## src/rtl/lzs_pkg.sv

```systemverilog
// ============================================================================
// Module      : lzs_pkg
// Description : Shared states, code widths and length-code table for the LZS packer.
// Revision    : 1.0 - initial release
// ============================================================================
`default_nettype none

package lzs_pkg;

    typedef enum logic [2:0] {
        S_IDLE  = 3'd0,
        S_TOKEN = 3'd1,
        S_LEN1  = 3'd2,
        S_LENX  = 3'd3,
        S_PAD   = 3'd4,
        S_FLUSH = 3'd5,
        S_DONE  = 3'd6
    } state_t;

    localparam logic [3:0] LIT_W      = 4'd9;
    localparam logic [3:0] OFF7_W     = 4'd9;
    localparam logic [3:0] OFF11_W    = 4'd13;
    localparam logic [3:0] NIBBLE_W   = 4'd4;
    localparam logic [8:0] END_CODE   = 9'b110000000;
    localparam logic [3:0] NIBBLE_ESC = 4'hF;

    typedef struct packed {
        logic [3:0] code;
        logic [3:0] w;
    } len_code_t;

    // Short length codes for match lengths 2..7.
    function automatic len_code_t short_len_code(input logic [2:0] len);
        len_code_t r;
        case (len)
            3'd2:    r = '{code: 4'b0000, w: 4'd2};
            3'd3:    r = '{code: 4'b0001, w: 4'd2};
            3'd4:    r = '{code: 4'b0010, w: 4'd2};
            3'd5:    r = '{code: 4'b1100, w: 4'd4};
            3'd6:    r = '{code: 4'b1101, w: 4'd4};
            3'd7:    r = '{code: 4'b1110, w: 4'd4};
            default: r = '{code: 4'b0000, w: 4'd0};
        endcase
        return r;
    endfunction

endpackage

`default_nettype wire

```

## src/rtl/lzs_bit_packer.sv

```systemverilog
// ============================================================================
// Module      : lzs_bit_packer
// Description : MSB-first bit accumulator; accepts one code per cycle, drains bytes to FIFO.
// Revision    : 1.0 - initial release
// ============================================================================
`default_nettype none

module lzs_bit_packer #(
    parameter int ACC_W = 24
) (
    input  logic        clk,
    input  logic        rst,
    input  logic        push_req,
    input  logic [12:0] push_code,
    input  logic [3:0]  push_w,
    output logic        push_ok,
    input  logic        fo_full,
    output logic [7:0]  out_data,
    output logic        out_valid,
    output logic [2:0]  cnt_mod8,
    output logic        cnt_zero
);

    localparam int CNT_W = $clog2(ACC_W + 1);

    logic [ACC_W-1:0] acc_q, acc_d, acc_base;
    logic [CNT_W-1:0] cnt_q, cnt_d, cnt_base, shamt;
    logic [7:0]       out_data_q, out_data_d;
    logic             out_valid_q, out_valid_d;
    logic             drain, push_en;

    always_comb begin
        drain    = (cnt_q >= CNT_W'(8)) && !fo_full;
        // Fit is judged on the pre-drain count so it never depends on fo_full.
        push_ok  = ({1'b0, cnt_q} + (CNT_W+1)'(push_w)) <= (CNT_W+1)'(ACC_W);
        push_en  = push_req && push_ok;
        acc_base = drain ? (acc_q << 8) : acc_q;
        cnt_base = drain ? (cnt_q - CNT_W'(8)) : cnt_q;
        shamt    = CNT_W'(ACC_W) - cnt_base - CNT_W'(push_w);
        acc_d    = acc_base;
        cnt_d    = cnt_base;
        if (push_en) begin
            acc_d = acc_base | (ACC_W'(push_code) << shamt);
            cnt_d = cnt_base + CNT_W'(push_w);
        end
        out_valid_d = drain;
        out_data_d  = drain ? acc_q[ACC_W-1 -: 8] : out_data_q;
    end

    always_ff @(posedge clk or posedge rst) begin
        if (rst) begin
            acc_q       <= '0;
            cnt_q       <= '0;
            out_data_q  <= '0;
            out_valid_q <= 1'b0;
        end else begin
            acc_q       <= acc_d;
            cnt_q       <= cnt_d;
            out_data_q  <= out_data_d;
            out_valid_q <= out_valid_d;
        end
    end

    assign out_data  = out_data_q;
    assign out_valid = out_valid_q;
    assign cnt_mod8  = cnt_q[2:0];
    assign cnt_zero  = (cnt_q == '0);

endmodule

`default_nettype wire

```

## src/rtl/lzs_encode_pack.sv

```systemverilog
// ============================================================================
// Module      : lzs_encode_pack
// Description : LZS token-to-bitstream encoder FSM. Optional LZS_PACK_STAT_EN adds byte_cnt.
// Revision    : 1.0 - initial release
// ============================================================================
`default_nettype none

module lzs_encode_pack
    import lzs_pkg::*;
#(
    parameter int LEN_W = 11,
    parameter int ACC_W = 24
) (
    input  logic             clk,
    input  logic             rst,
    input  logic             ce_encode,
    input  logic             token_valid,
    input  logic             token_match,
    input  logic             token_end,
    input  logic [7:0]       token_lit,
    input  logic [10:0]      token_off,
    input  logic [LEN_W-1:0] token_len,
    output logic             token_ack,
    input  logic             fo_full,
    output logic [7:0]       out_data,
    output logic             out_valid,
    output logic             all_end
`ifdef LZS_PACK_STAT_EN
    ,
    output logic [31:0]      byte_cnt
`endif
);

    state_t           state_q, state_d;
    logic [LEN_W-1:0] len_q, len_d, rem_q, rem_d;
    logic             push_req, push_ok, cnt_zero;
    logic [12:0]      push_code;
    logic [3:0]       push_w;
    logic [2:0]       cnt_mod8;
    len_code_t        short_code;

    lzs_bit_packer #(.ACC_W(ACC_W)) u_packer (
        .clk       (clk),
        .rst       (rst),
        .push_req  (push_req),
        .push_code (push_code),
        .push_w    (push_w),
        .push_ok   (push_ok),
        .fo_full   (fo_full),
        .out_data  (out_data),
        .out_valid (out_valid),
        .cnt_mod8  (cnt_mod8),
        .cnt_zero  (cnt_zero)
    );

    always_comb begin
        state_d    = state_q;
        len_d      = len_q;
        rem_d      = rem_q;
        push_req   = 1'b0;
        push_code  = '0;
        push_w     = '0;
        token_ack  = 1'b0;
        short_code = short_len_code(len_q[2:0]);
        unique case (state_q)
            S_IDLE: if (ce_encode) state_d = S_TOKEN;
            S_TOKEN: begin
                if (token_valid) begin
                    push_req = 1'b1;
                    if (token_end) begin
                        push_code = 13'(END_CODE);
                        push_w    = LIT_W;
                        if (push_ok) state_d = S_PAD;
                    end else if (!token_match) begin
                        push_code = {5'b0, token_lit};
                        push_w    = LIT_W;
                        token_ack = push_ok;
                    end else begin
                        if (token_off < 11'd128) begin
                            push_code = 13'({2'b11, token_off[6:0]});
                            push_w    = OFF7_W;
                        end else begin
                            push_code = {2'b10, token_off};
                            push_w    = OFF11_W;
                        end
                        if (push_ok) begin
                            len_d   = token_len;
                            state_d = S_LEN1;
                        end
                    end
                end
            end
            S_LEN1: begin
                push_req = 1'b1;
                if (len_q < LEN_W'(8)) begin
                    push_code = 13'(short_code.code);
                    push_w    = short_code.w;
                    if (push_ok) begin
                        token_ack = 1'b1;
                        state_d   = S_TOKEN;
                    end
                end else begin
                    push_code = 13'(NIBBLE_ESC);
                    push_w    = NIBBLE_W;
                    if (push_ok) begin
                        rem_d   = len_q - LEN_W'(8);
                        state_d = S_LENX;
                    end
                end
            end
            S_LENX: begin
                push_req = 1'b1;
                push_w   = NIBBLE_W;
                if (rem_q >= LEN_W'(15)) begin
                    push_code = 13'(NIBBLE_ESC);
                    if (push_ok) rem_d = rem_q - LEN_W'(15);
                end else begin
                    push_code = 13'(rem_q[3:0]);
                    if (push_ok) begin
                        token_ack = 1'b1;
                        state_d   = S_TOKEN;
                    end
                end
            end
            S_PAD: begin
                // Zero bits up to the next byte boundary; a zero-width push is legal.
                push_req = 1'b1;
                push_w   = {1'b0, 3'd0 - cnt_mod8};
                if (push_ok) state_d = S_FLUSH;
            end
            S_FLUSH: if (cnt_zero) state_d = S_DONE;
            S_DONE:  if (!ce_encode) state_d = S_IDLE;
            default: state_d = S_IDLE;
        endcase
    end

    always_ff @(posedge clk or posedge rst) begin
        if (rst) begin
            state_q <= S_IDLE;
            len_q   <= '0;
            rem_q   <= '0;
        end else begin
            state_q <= state_d;
            len_q   <= len_d;
            rem_q   <= rem_d;
        end
    end

    assign all_end = (state_q == S_DONE);

`ifdef LZS_PACK_STAT_EN
    logic [31:0] byte_cnt_q, byte_cnt_d;

    always_comb begin
        byte_cnt_d = byte_cnt_q;
        if (state_q == S_IDLE && ce_encode) begin
            byte_cnt_d = '0;
        end else if (out_valid && byte_cnt_q != '1) begin
            byte_cnt_d = byte_cnt_q + 32'd1;
        end
    end

    always_ff @(posedge clk or posedge rst) begin
        if (rst) byte_cnt_q <= '0;
        else     byte_cnt_q <= byte_cnt_d;
    end

    assign byte_cnt = byte_cnt_q;
`endif

endmodule

`default_nettype wire

```

## config.mk

```make
export PLATFORM = sky130hd
export DESIGN_NAME = lzs_encode_pack
export DESIGN_NICKNAME = d
export VERILOG_FILES = /design/src/rtl/lzs_pkg.sv /design/src/rtl/lzs_bit_packer.sv /design/src/rtl/lzs_encode_pack.sv
export SDC_FILE = /design/constraint.sdc
export NUM_CORES = 1
export LEC_CHECK = 0
export ABC_AREA = 1
export CAP_MARGIN = 15
export CORE_MARGIN = 4
export CORE_UTILIZATION = 30
export CTS_BUF_LIST = sky130_fd_sc_hd__clkbuf_16
export DETAILED_ROUTE_END_ITERATION = 10
export HOLD_SLACK_MARGIN = 0.08
export MAX_ROUTING_LAYER = met4
export PLACE_DENSITY = 0.58
export SKIP_LAST_GASP = 1
export SYNTH_ARGS = -nofsm -noshare
export SYNTH_HDL_FRONTEND = slang
export SYNTH_SLANG_ARGS = --single-unit
```

## constraint.sdc

```tcl
create_clock -name clk -period 5.6 [get_ports clk]
set_clock_uncertainty 0.2 [all_clocks]
set_input_delay 1.12 -clock clk [delete_from_list [all_inputs] [get_ports clk]]
set_output_delay 1.12 -clock clk [all_outputs]
set_load 0.01 [all_outputs]
```

==> results of run 1 <==
## logic make-up after synthesis
| logic type | count (synthesis) |
|---|---|
| AOI/OAI and AO/OA | 127 |
| xor gates and xnor gates | 15 |
| adders and majority gates | 18 |
| buffers and inverters | 102 |
| DFF | 63 |
| muxes | 1 |
| and+or+nand+nor | 366 |
## path summary, 6_finish.rpt
path                                 startpoint                   end  slack (ns)  cells past startpoint
max in group asynchronous                   rst    u_packer.acc_q[17]        3.26                      3
setup / recovery                    token_valid             token_ack        0.26                     12
min in group asynchronous                   rst              rem_q[5]        1.04                      2
hold reg to reg            u_packer.out_data[3]  u_packer.out_data[3]        0.28                      2
setup reg to reg                       len_q[3]    u_packer.acc_q[19]        1.41                     19
hold / removal             u_packer.out_data[3]  u_packer.out_data[3]        0.28                      2
## layer usage
| metal | GRT usage | vias up | wire [um] |
|---|---|---|---|
| li1 | - | 2366 | - |
| met1 | 0.218 | 2006 | 6590 |
| met2 | 0.199 | 123 | 5090 |
| met3 | 0.0240 | 11 | 606 |
| met4 | 0.0503 | 0 | 166 |
| met5 | - | - | 0 |
## metrics by stage
step / hold WS, ns / worst slack, ns
floorplan: 0.248 / 1.21
global placement: 0.266 / 0.249
detailed placement: 0.269 / 0.181
CTS: 0.285 / 0.168
global route: 0.299 / 0.0296
finish: 0.279 / 0.259
## placed cells by master, fill, tap and decap left out, types with 2 or more instances in the layout
| master | netlist | routed |
|---|---|---|
| nand2_1 | 199 | 199 |
| nand3_1 | 64 | 64 |
| dfrtp_1 | 63 | 63 |
| inv_1 | 62 | 61 |
| nor2_1 | 48 | 48 |
| clkdlybuf4s50_1 | 0 | 47 |
| o21ai_0 | 42 | 42 |
| o21ai_1 | 32 | 32 |
| a21oi_1 | 24 | 24 |
| nand4_1 | 16 | 16 |
| ha_1 | 16 | 15 |
| buf_4 | 2 | 13 |
| xor2_1 | 12 | 12 |
| inv_2 | 10 | 11 |
| nor2_2 | 10 | 10 |
| clkbuf_16 | 0 | 9 |
| o22ai_1 | 7 | 7 |
| o21ai_2 | 6 | 6 |
| nand3_2 | 5 | 5 |
| nor3_1 | 5 | 5 |
| nand2_2 | 5 | 5 |
| a21oi_2 | 5 | 5 |
| or2_2 | 4 | 4 |
| clkinv_1 | 4 | 4 |
| a31oi_1 | 3 | 3 |
| clkinv_2 | 0 | 3 |
| or2_1 | 2 | 2 |
| xnor2_1 | 2 | 2 |
| nor4_1 | 2 | 2 |
| fa_1 | 2 | 2 |
| clkinv_4 | 0 | 2 |
## state kept, by name (all words and copies together) (netlist names)
name,cells
len_q,11
rem_q,11
state_q,3
u_packer.acc_q,24
u_packer.cnt_q,5
u_packer.out_data,8
u_packer.out_valid,1
## repair_timing
action / CTS / global route
gates resized for setup: 0 / 1
endpoints found under the setup margin: 0 / 1
endpoints found under the hold margin: 0 / 0
## worst min-delay path: cells and delay by family (launching register included)
family | cells | cell delay (ns)
AND/OR/NAND/NOR | 1 | 0.05
flip-flops | 1 | 0.34
AO/OA/AOI/OAI | 1 | 0.05
## cell type report
class,count,area [um2]
Multi-Input combinational cell,527,2760
Fill cell,1654,9640
Clock buffer,9,225
Clock inverter,7,48.8
Tap cell,211,264
Inverter,76,285
Timing Repair Buffer,60,568
Sequential cell,63,1580
==> flow_summary_export.csv, run 1 <==
group,metric,value,unit
place,placed_area,5450,um2
sta,worst_pin_slew,0.735,ns
clock_network,cts.path.max_buffers,2,
hold_path,hp-class,"reg2reg",
synth,synth_top_area_cell,"dfrtp_1",
place,place_inst,937,
clock_network,h-tree-depth,3,
synth,synth-simple-area-share,0.345,
setup_path,startpoint_type,"primary input",
synth,yosysMostFrequentCell,"nand2_1",
finish,antennaDiodeCount,0,
sta,finalCritPeriodShare,0.954,
synth,syn-cell-area,4760,um2
place,port_buffers,47,
synth,synth-adder-area-share,0.0504,
finish,final_nets,792,
floorplanning,io_pins,48,
grt,grt_pass1_vias,4050,
setup_path,crit_path_max_fanout,4,
detailed_routing,wl_per_cell,13.1,um
finish,final_util,0.373,
clock_network,cts_sinks,63,
sta,hold_viol_final,0,
status,outcome,"finished, final reports clean",
place,place_congestion,0.902,
synth,synth_area_leaders,"dfrtp_1, nand2_1, nand3_1",
clock_network,cts_buffers,9,
synth,synthArstFlopShare,1.00,
sta,finalCriticalPeriod,5.34,ns
sta,slew_violations,0,
synth,synth.area.mux_share,0.00210,
synth,synth_top_area_frac,0.331,
finish,final_area,5730,um2
floorplanning,core,15400,um2
floorplanning,core.rowCount,45,
setup_path,crit_buf_inv,4,
floorplanning,die_y,134,um
finish,finalNonFillerCells,953,
place,dp_hpwl,9300,um
finish,synthToLayoutAreaGrowth,20.3,%
clock_network,cts_tree,"yes",
grt,grt_overflow,0,
synth,synth-edff-count,0,
setup_path,end_kind,"output port",
grt,grt_pass1_wl,20700,um
synth,synth_common_cells,"nand2_1, nand3_1, dfrtp_1, inv_1, nor2_1",
setup_path,path_cells,"clkdlybuf4s50_1 > inv_1 > nor2_4 > inv_1 > o21ai_0 > ha_1 > fa_1 > or3_1 > nand4_2 > nand2_2 > nor2_1 > clkdlybuf4s50_1",
grt,grt_usage,0.147,
finish,drive_gt1_frac,0.113,
grt,grt_max_degree,42,
setup_path,critPathTopFamily,"buffers and inverters",
clock_network,clock-root-buffer,"clkbuf_16",
detailed_routing,routed-via-count,4506,
floorplanning,die-area,18000,um2
detailed_routing,wl,12500,um
synth,synth_seq_area_share,0.331,
clock_network,clk_latency,0.34,ns
floorplanning,start_util,0.310,
clock_network,post-cts-setup-buffers,0,
synth,syn_nets,747,
setup_path,cpPeakStageDelay,0.56,ns
detailed_routing,via_per_inst,4.73,
synth,synth_top_family_by_area,"simple AND/OR/NAND/NOR gates",
synth,synth_cell_types,47,
synth,ys_warn_count,0,
synth,syn_inst,692,
detailed_routing,drtAntennaViolNets,0,
synth,synth_compound_area_frac,0.153,
floorplanning,die_w,134,um
setup_path,arrival,4.02,ns
setup_path,cp_slowest_cell,"clkdlybuf4s50_1",
sta,grt_setup_unrepaired,"false",
job,max_cap_violations,0,
synth,syn_area_per_cell,6.88,um2
sta,tns,0,ns
synth,post_synth_xor_area_fraction,0.0292,
grt,antenna_found_initial,0,
clock_network,hold_buffers,0,
detailed_routing,drcViolationCount,0,
detailed_routing,drt_iter0_drc,393,
detailed_routing,firstDrtPassIters,5,
synth,synth_flop_cell,"dfrtp_1",
setup_path,crit_required,4.28,ns
clock_network,cts.clk_slew.worst_paths,0.05,ns
setup_path,critPathKind,"in2out",
sta,setup_violations,0,
sta,fmax,187,MHz
synth,synth-seq-cells,63,
sta,slew_headroom,0.510,
Power of run 1 is not shown: default switching activity piles up to over one toggle a cycle in this logic, so the estimate is an artifact.
==> inputs of run 2 (changes only) <==
- HOLD_SLACK_MARGIN: 0.08 -> default
==> results of run 2 <==
The final DEF is identical to that of run 1; final timing and power are the same.
Power of run 2 is left out for the same reason.
==> inputs of run 3 (changes only) <==
- GPL_TIMING_DRIVEN: default -> 0
- HOLD_SLACK_MARGIN: default -> 0.05
- SETUP_SLACK_MARGIN: default -> 0.4
==> flow_summary_export.csv, run 3 (synthesis results as in run 1) <==
group,metric,value,unit
status,outcome,"finished, final reports clean",
detailed_routing,routed-via-count,4650,
clock_network,hold_buffers,0,
finish,synthToLayoutAreaGrowth,24.4,%
setup_path,r2r_cells,18,
finish,top_regs,"u_packer.acc_q x24, len_q x11, rem_q x11",
sta,setup_violations,0,
finish,drive_gt1_frac,0.117,
finish,final_cell_mix,"nand2_1, nand3_1, dfrtp_1",
finish,final_nets,808,
clock_network,h-tree-depth,3,
setup_path,worstSetupEndpoint,"token_ack",
grt,grt_pass1_wl,21200,um
clock_network,cts_sinks,63,
grt,grt_pass1_vias,4279,
place,placed_area,5500,um2
floorplanning,io_pins,48,
floorplanning,start_util,0.310,
sta,grt_setup_unrepaired,"false",
sta,holdWs,0.278,ns
grt,grt-busiest-layer,"met1",
setup_path,timing.rr.end,"u_packer.acc_q[18]",
setup_path,startpoint_type,"primary input",
grt,met3_usage,0.0259,
detailed_routing,via_per_inst,4.80,
grt,antenna_found_initial,0,
finish,fillers,1626,
finish,antennaDiodeCount,0,
floorplanning,core.rowCount,45,
sta,hold_viol_final,0,
detailed_routing,drcViolationCount,0,
floorplanning,die_y,134,um
finish,final_util,0.386,
clock_network,clk_latency,0.34,ns
floorplanning,core,15400,um2
job,max_cap_violations,0,
sta,worst_pin_slew,0.813,ns
finish,final_area,5930,um2
sta,tns,0,ns
setup_path,end_kind,"output port",
sta,slew_violations,0,
clock_network,cts.path.max_buffers,2,
place,dp_hpwl,9670,um
clock_network,cts_tree,"yes",
grt,grt_util_met2,0.208,
grt,globalRouteMet1Util,0.218,
setup_path,timing.rr.start,"len_q[3]",
finish,largest_register,"u_packer.acc_q",
setup_path,r2r_slack,1.41,ns
hold_path,hp-class,"reg2reg",
setup_path,critPathKind,"in2out",
detailed_routing,drt_iter0_drc,319,
grt,grt_max_degree,64,
sta,finalCriticalPeriod,4.99,ns
setup_path,arrival,3.67,ns
sta,fmax,200,MHz
setup_path,crit_required,4.28,ns
sta,finalCritPeriodShare,0.892,
setup_path,crit_path_max_fanout,6,
place,place_congestion,0.903,
finish,largest_register_ffs,24,
detailed_routing,wl,12800,um
grt,grt_overflow,0,
floorplanning,die-area,18000,um2
clock_network,cts.clk_slew.worst_paths,0.05,ns
clock_network,cts_buffers,9,
clock_network,clock-root-buffer,"clkbuf_16",
detailed_routing,firstDrtPassIters,4,
floorplanning,die_w,134,um
finish,final_common_cell,"nand2_1",
place,port_buffers,47,
detailed_routing,wl_per_cell,13.2,um
setup_path,crit_start,"token_off[7]",
detailed_routing,drtAntennaViolNets,0,
grt,grt_usage,0.150,
sta,slew_headroom,0.458,
[run 3: stage by stage]
| stage | setup WS [ns] | std cells |
|---|---|---|
| after CTS | 0.407 | 969 |
| after floorplan | 1.21 | 692 |
| after detailed placement | -0.161 | 950 |
| after global placement | -0.157 | 950 |
| after global routing | 0.414 | 969 |
| final | 0.608 | 969 |
[run 3: cell type report]
class	count	area [um2]	area share
plain buffers	26	148	0.0249
multi-input cells	527	2810	0.475
clock buffers	9	225	0.0380
clock inverters	7	113	0.0190
inverters	76	289	0.0488
repair buffers	50	498	0.0840
flip-flops and latches	63	1580	0.266
well taps	211	264	0.0446
[run 3: critical path, cell delays in order]
cell	delay (ns)
clkdlybuf4s50_1	0.48
nor2_1	0.05
nand3_1	0.11
nand2_1	0.11
nor2_4	0.15
inv_1	0.05
nand3_1	0.10
inv_1	0.09
ha_4	0.32
nand2_1	0.06
nand2_1	0.11
a31oi_4	0.05
or2_4	0.28
nand2_1	0.07
nand2_2	0.12
nand2_4	0.12
nor2_1	0.05
clkdlybuf4s15_2	0.22
[run 3: how the worst min path moves through the flow]
stage | start | to | cells past startpoint
after floorplan | u_packer.acc_q[4] | u_packer.acc_q[4] | 2
after global placement | u_packer.acc_q[4] | u_packer.acc_q[4] | 2
after detailed placement | u_packer.acc_q[4] | u_packer.acc_q[4] | 2
after CTS | u_packer.acc_q[4] | u_packer.acc_q[4] | 2
after global routing | u_packer.out_data[1] | u_packer.out_data[1] | 2
final | u_packer.acc_q[4] | u_packer.acc_q[4] | 2
[run 3: layer usage]
| metal | up-vias | share of wire |
|---|---|---|
| met3 | 17 | 0.050 |
| met5 | - | 0 |
| met4 | 0 | 0.019 |
| met2 | 127 | 0.41 |
| li1 | 2398 | - |
| met1 | 2108 | 0.52 |
[run 3: what timing repair did]
action	in CTS	in global routing
gates resized for setup	13	6
endpoints found under the hold margin	0	0
buffers inserted	3	0
pin swaps	3	0
setup endpoints to repair	1	1
Power of run 3 is left out for the same reason.
